==> config.mk <==
export PLATFORM = sky130hd
export DESIGN_NAME = psum_drain
export DESIGN_NICKNAME = d
export VERILOG_FILES = /design/src/rtl/psum_drain.sv
export SDC_FILE = /design/constraint.sdc
export NUM_CORES = 1
export LEC_CHECK = 0
export CAP_MARGIN = 20
export CORE_MARGIN = 2
export CORE_UTILIZATION = 30
export CTS_CLUSTER_SIZE = 20
export DETAILED_ROUTE_END_ITERATION = 10
export GPL_TIMING_DRIVEN = 1
export SYNTH_ARGS = -nofsm -noshare
export SYNTH_HDL_FRONTEND = slang
export SYNTH_SLANG_ARGS = --single-unit
==> constraint.sdc <==
create_clock -name clk -period 8.4 [get_ports clk]
set_input_delay 1.26 -clock clk [delete_from_list [all_inputs] [get_ports clk]]
set_output_delay 1.26 -clock clk [all_outputs]
set_load 0.005 [all_outputs]
==> src/rtl/psum_drain.sv <==
// psum_drain: captures one LANES-wide partial-sum vector and streams it out one lane per cycle (optional ReLU via PSUM_RELU_EN); ports clk/rst, in_valid/in_ready/in_data, out_valid/out_ready/out_data/out_idx/out_last, busy, vec_cnt
module psum_drain #(
  parameter int DW    = 20,
  parameter int LANES = 10,
  parameter int IDX_W = 4
) (
  input  logic                  clk,
  input  logic                  rst,
  input  logic                  in_valid,
  output logic                  in_ready,
  input  logic [LANES*DW-1:0]   in_data,
  output logic                  out_valid,
  input  logic                  out_ready,
  output logic [DW-1:0]         out_data,
  output logic [IDX_W-1:0]      out_idx,
  output logic                  out_last,
  output logic                  busy,
  output logic [15:0]           vec_cnt
);
  typedef enum logic {IDLE, DRAIN} state_t;
  localparam logic [IDX_W-1:0] LAST = IDX_W'(LANES - 1);
  state_t                   state_q, state_d;
  logic [IDX_W-1:0]         ptr_q, ptr_d;
  logic [LANES-1:0][DW-1:0] buf_q, buf_d;
  logic [15:0]              vec_cnt_q, vec_cnt_d;
  logic [DW-1:0]            out_data_q, out_data_d, lane;
  logic [IDX_W-1:0]         out_idx_q;
  logic                     out_last_q;
  logic                     out_fire, last_fire, in_fire;
  assign out_fire  = (state_q == DRAIN) & out_ready;
  assign last_fire = out_fire & (ptr_q == LAST);
  // the last-lane handshake frees the buffer in the same cycle, so the next vector loads without a bubble
  assign in_ready  = (state_q == IDLE) | last_fire;
  assign in_fire   = in_valid & in_ready;
  always_ff @(posedge clk or posedge rst) begin
    if (rst) begin
      state_q    <= IDLE;
      ptr_q      <= '0;
      buf_q      <= '0;
      vec_cnt_q  <= '0;
      out_data_q <= '0;
      out_idx_q  <= '0;
      out_last_q <= 1'b0;
    end else begin
      state_q    <= state_d;
      ptr_q      <= ptr_d;
      buf_q      <= buf_d;
      vec_cnt_q  <= vec_cnt_d;
      out_data_q <= out_data_d;
      out_idx_q  <= ptr_d;
      out_last_q <= (ptr_d == LAST);
    end
  end
  always_comb begin
    state_d   = in_fire ? DRAIN : last_fire ? IDLE : state_q;
    ptr_d     = (in_fire | last_fire) ? '0 : out_fire ? ptr_q + IDX_W'(1) : ptr_q;
    buf_d     = in_fire ? in_data : buf_q;
    vec_cnt_d = last_fire ? vec_cnt_q + 16'd1 : vec_cnt_q;
  end
  // output registers are loaded from next-state values so they line up with ptr
  always_comb begin
    lane = buf_d[ptr_d];
`ifdef PSUM_RELU_EN
    out_data_d = lane[DW-1] ? '0 : lane;
`else
    out_data_d = lane;
`endif
  end
  assign out_valid = (state_q == DRAIN);
  assign busy      = (state_q == DRAIN);
  assign out_data  = out_data_q;
  assign out_idx   = out_idx_q;
  assign out_last  = out_last_q;
  assign vec_cnt   = vec_cnt_q;
endmodule

### Yosys cells after proc, flatten, opt, wreduce, memory -nomap -nowiden

Index checks and enable logic that the tools add are counted.

* bits in registers: 242
* bits of input ports: 204
* output and inout bits: 44
* word-level logic and storage cells: 34

* add/subtract/negate cells: 2
* order comparisons: 1
* eq/ne operators: 2
* mux-type cells: 7
* bitwise gates (word level): 6
* reductions and logical operators: 1

Operator list (count)
* $mux 200: 1
* $bmux 20 s4: 1
* $mux 20: 1
* $add 16x1->16 const B: 1
* $eq 4x4->1 const B: 2
* $mux 4: 2
* $lt 4x5->1 const B: 1
* $add 4x1->4 const B: 1
* $and 1x1->1: 3
* $mux 1: 2
* $or 1x1->1: 2
* $reduce_bool 2->1: 1
* $not 1->1: 1

### Depth between registers and ports, before layout

* depth in word-level cells: 8
* mapped depth: 13
* mapped depth without buffers: 9

### Worst setup path before layout

OpenSTA, ideal clock, no wires.

* path type: input to output
* start point: in out_ready
* end point: out in_ready
* data arrival time: 1.911 ns
* data required time: 7.140 ns
* path slack: 5.229 ns
* stages: 4
* buffers on the path: 2
* cell sequence: buf_4 -> nand4b_1 -> nand2_1 -> clkbuf_1

* cells in the longest elaborated chain, start to end: 3

RTL lines
* from (decl): RTL line 13 `input logic out_ready,`
* $and 1x1->1: RTL line 30 `assign out_fire = (state_q == DRAIN) & out_ready;`
* $and 1x1->1: RTL line 31 `assign last_fire = out_fire & (ptr_q == LAST);`
* $or 1x1->1: RTL line 33 `assign in_ready = (state_q == IDLE) | last_fire;`
* to (decl): RTL line 10 `output logic in_ready,`

Every way passes these cells.

### Worst setup path in the final report

Same ends and word-level chain as after synthesis.

==> impl_summary.md <==
Clock tree
The clock tree from TritonCTS is yes. The number of clock sinks is 242. The number of hold buffers added after CTS was 0. The setup fix buffers added after clock tree synthesis is 0. The CTS buffer count is 28. The count of H-tree levels built during CTS is 1. The clock-pin slew of the registers on the worst-case setup and hold paths is 0.06 ns.

The number of gates resized after CTS was 0. The clock reaches the later pin of the worst-skew pair after 0.55 ns. The number of buffers on the longest clock path is 3.

The root buffer cell is clkbuf_16.

STA
The total negative slack is 0 ns. Setup repair after global routing left no endpoint under its margin. The worst-margin pin slew is 1.04 ns. For the finished layout, the period the worst path requires is 4.33 ns.

For the final database, setup skew stands at 0.0216 ns. The number of max-slew violations in the final report is 0. Setup violations remaining at the end of the flow were counted as 0. The hold violation count in the final report is 0. Measured against its own limit, the worst slew margin works out to 30.5%.

The period utilization is 51.6%. The maximum clock frequency is 0.231 GHz.

Global routing
The number of global-route vias before repair is 8927. Entering global routing, the biggest net connects 203 pins. The wire length of the first global-routing pass is 54000 um. The global-route usage over all layers is 18.3%. The number of antenna violations at the first check in global routing is 10. The total overflow reported by the global router is 0.

Yosys
The synthesized netlist occupies a cell area of 11200 um^2. The net count of the mapped netlist is 1259. The number of synthesized flops with an enable pin is 0. Synthesis inferred 242 register bits. By area the synthesized netlist is led by dfrtp_1 54%, nand2_1 11%, mux2_2 9.1%. The most frequently used cell type in the post-synthesis netlist is nand2_1.

Each instance of the synthesized netlist takes up on average 10.7 um^2. Of the synthesized area, sequential elements account for 53.9%. The count of yosys warnings during synthesis is 0. The number of library cell types mapped by synthesis is 61. Of the post-synthesis cell area, the dominant cell type holds 53.9%. In the synthesized netlist, the number of instances is 1052. Ranked by instance count, the synthesized netlist is headed by 332 x nand2_1, 242 x dfrtp_1, 91 x mux2_2. For this run, asynchronously set or reset flops after synthesis account for 100%. Among all flip-flop cells after synthesis, the most frequent one is dfrtp_1.

The library cell with the largest summed area after synthesis is dfrtp_1.

Setup path
The most critical setup path has its endpoint at in_ready. The slowest stage of the critical path belongs to the cell clkdlybuf4s50_1. In this run the critical register-to-register path is captured at out_data[2]$_DFF_PP0_. The peak per-stage delay on the critical path is 0.60 ns. Setup slack on the worst reg-to-reg path comes out at 4.63 ns.

The timing startpoint of the critical path is out_ready. The required arrival time at the worst endpoint is 7.14 ns. The critical path startpoint category is an input pin. For the worst setup path, the data arrival time is 3.07 ns. Counting stages on the worst path, the most repeated cell is clkdlybuf4s50_1. The signal on the critical path passes through clkdlybuf4s50_1 > nand4b_1 > nand2_1 > clkdlybuf4s50_1. The highest net fanout along the worst path is 12. STA classifies the critical path endpoint as an output port.

The type of the worst setup path is input pin to output port. The startpoint of the lowest-slack register-to-register path is out_idx[0]$_DFF_PP0_. Measured in cells, the most critical reg-to-reg path has a length of 8.

Outcome
The flow ran to the end, and the final reports show no timing, DRC or antenna violations.

Final layout
The layout net count is 1480. From synthesis to final layout, the design area changed by 33.2%. The post-route netlist has 14.2% of its cells at a drive strength greater than 1. Measured on the finished design, the core utilization comes to 40.7%. After filler insertion, the fill cell instance count of the layout stands at 3526.

Power and ir drop
The highest ir drop seen on vdd is 0.000193 V. The power per cell area is 350 nW/um^2. In this run the static leakage power is 0.00676 uW.

Placed design
Detailed placement ended at an HPWL of 25600 um. Routability-driven placement finished with a final weighted congestion of 0.866. The number of buffers inserted by port buffering is 247.

Route
The total wire length is 36200 um. In the routed design, unresolved DRC markers number 0. The count of TritonRoute iterations in the first routing pass is 5. The number of antenna-violating nets in the routed design is 0.

The detailed router's first-iteration violation count is 444. The routed via count divided by cell count is 4.95. The routed layout has 8734 vias. Dividing the detail-routed wire length by the instance count gives 20.5 um.

Floorplan
The die covers 39000 um^2. The total area inside the core boundary comes to 36800 um^2. The horizontal die dimension is 198 um. The initialized floorplan defines 70 standard-cell rows. The die is 198 um tall.

The initial utilization of the core area, before any placement, comes to 30.6%. The top-level I/O count is 248.

Hold path
The worst min-delay path category is flip-flop to flip-flop. The cell count of the worst hold path is 2.

Run
The tool flagged a number of max-cap violations equal to 0.
layout make-up:
cell class	instances	area [um^2]	area share, %
diodes	4	10.0	0.0668
clock buffers	37	774	5.17
clock inverters	12	184	1.23
inverters	13	56.3	0.376
multi-input cells	729	4740	31.6
flip-flops and latches	242	6060	40.4
well taps	468	586	3.91
repair buffers	259	2570	17.2
flip-flops by register name (all words and copies together), names as in the netlist:
register	flops
buf_q	200
busy	1
out_data	20
out_idx	4
out_last	1
vec_cnt	16
per-layer routing:
layer / GRT usage, % / up-vias / part of all wire, %
met5: 0 / - / 0.20
met4: 8.05 / 12 / 4.7
met3: 4.99 / 89 / 7.6
met2: 28.0 / 277 / 44
met1: 24.2 / 4269 / 43
li1: - / 4087 / -
worst min-delay path by stage:
stage | start | endpoint
global route | buf_q[18]$_DFF_PP0_ | buf_q[18]$_DFF_PP0_
global placement | buf_q[159]$_DFF_PP0_ | buf_q[159]$_DFF_PP0_
finish | buf_q[52]$_DFF_PP0_ | buf_q[52]$_DFF_PP0_
CTS | buf_q[67]$_DFF_PP0_ | buf_q[67]$_DFF_PP0_
detailed placement | buf_q[67]$_DFF_PP0_ | buf_q[67]$_DFF_PP0_
floorplan | buf_q[140]$_DFF_PP0_ | buf_q[140]$_DFF_PP0_
power breakdown:
group	internal, uW	switching (uW)
logic	947	1100
clock network	770	499
registers	1710	213
total	3430	1810
through the flow:
step | hold WS (ns) | setup slack (ns) | std cells | instance area, um^2 | power (uW)
finish | 0.469 | 4.07 | 1764 | 15000 | 5240
global route | 0.489 | 3.83 | 1760 | 15000 | 5590
CTS | 0.472 | 4.07 | 1760 | 15000 | 5300
detailed placement | 0.457 | 3.53 | 1711 | 14000 | 4010
global placement | 0.445 | 3.55 | 1711 | 14000 | 3950
floorplan | 0.433 | 0.495 | 1052 | 11200 | 3260
cells by family after synthesis:
logic type               synth area share (%)
XOR/XNOR                                 1.48
buffers and inverters                    4.14
flip-flops                               53.9
AO/OA/AOI/OAI                            10.2
multiplexers                             14.3
AND/OR/NAND/NOR                          15.7
adder cells (fa/ha/maj)                 0.334
placed cells by master (no fill, tap or decap), types with 4 or more instances in the layout:
master             n
a21oi_1            9
nand2_1          332
a221o_1            5
o21ai_0           19
o311a_1            7
xor2_1             7
buf_4             11
xnor2_1           11
clkdlybuf4s50_1  247
or3_1              4
dfrtp_1          242
nand2b_1           8
mux4_2            15
bufinv_16          4
o2111ai_1          5
a22oi_1            9
o211ai_1          24
clkbuf_1           5
mux2i_1           13
a21o_1             4
o22ai_1           12
diode_2            4
clkbuf_16         28
nor2_1            45
o221ai_1           8
a22o_1            11
clkbuf_8           4
nand3_1           12
mux2_4             6
a2bb2oi_1          5
mux2_2            91
inv_1              9
o32ai_1           10
nand4_1            5
a32oi_1            5
and2_1             6
worst max-delay path, delay by kind of cell:
kind	cells	cell delay, ns
buffers and inverters	2	1.18
AND/OR/NAND/NOR	2	0.62
(Power assumes the default switching activity.)
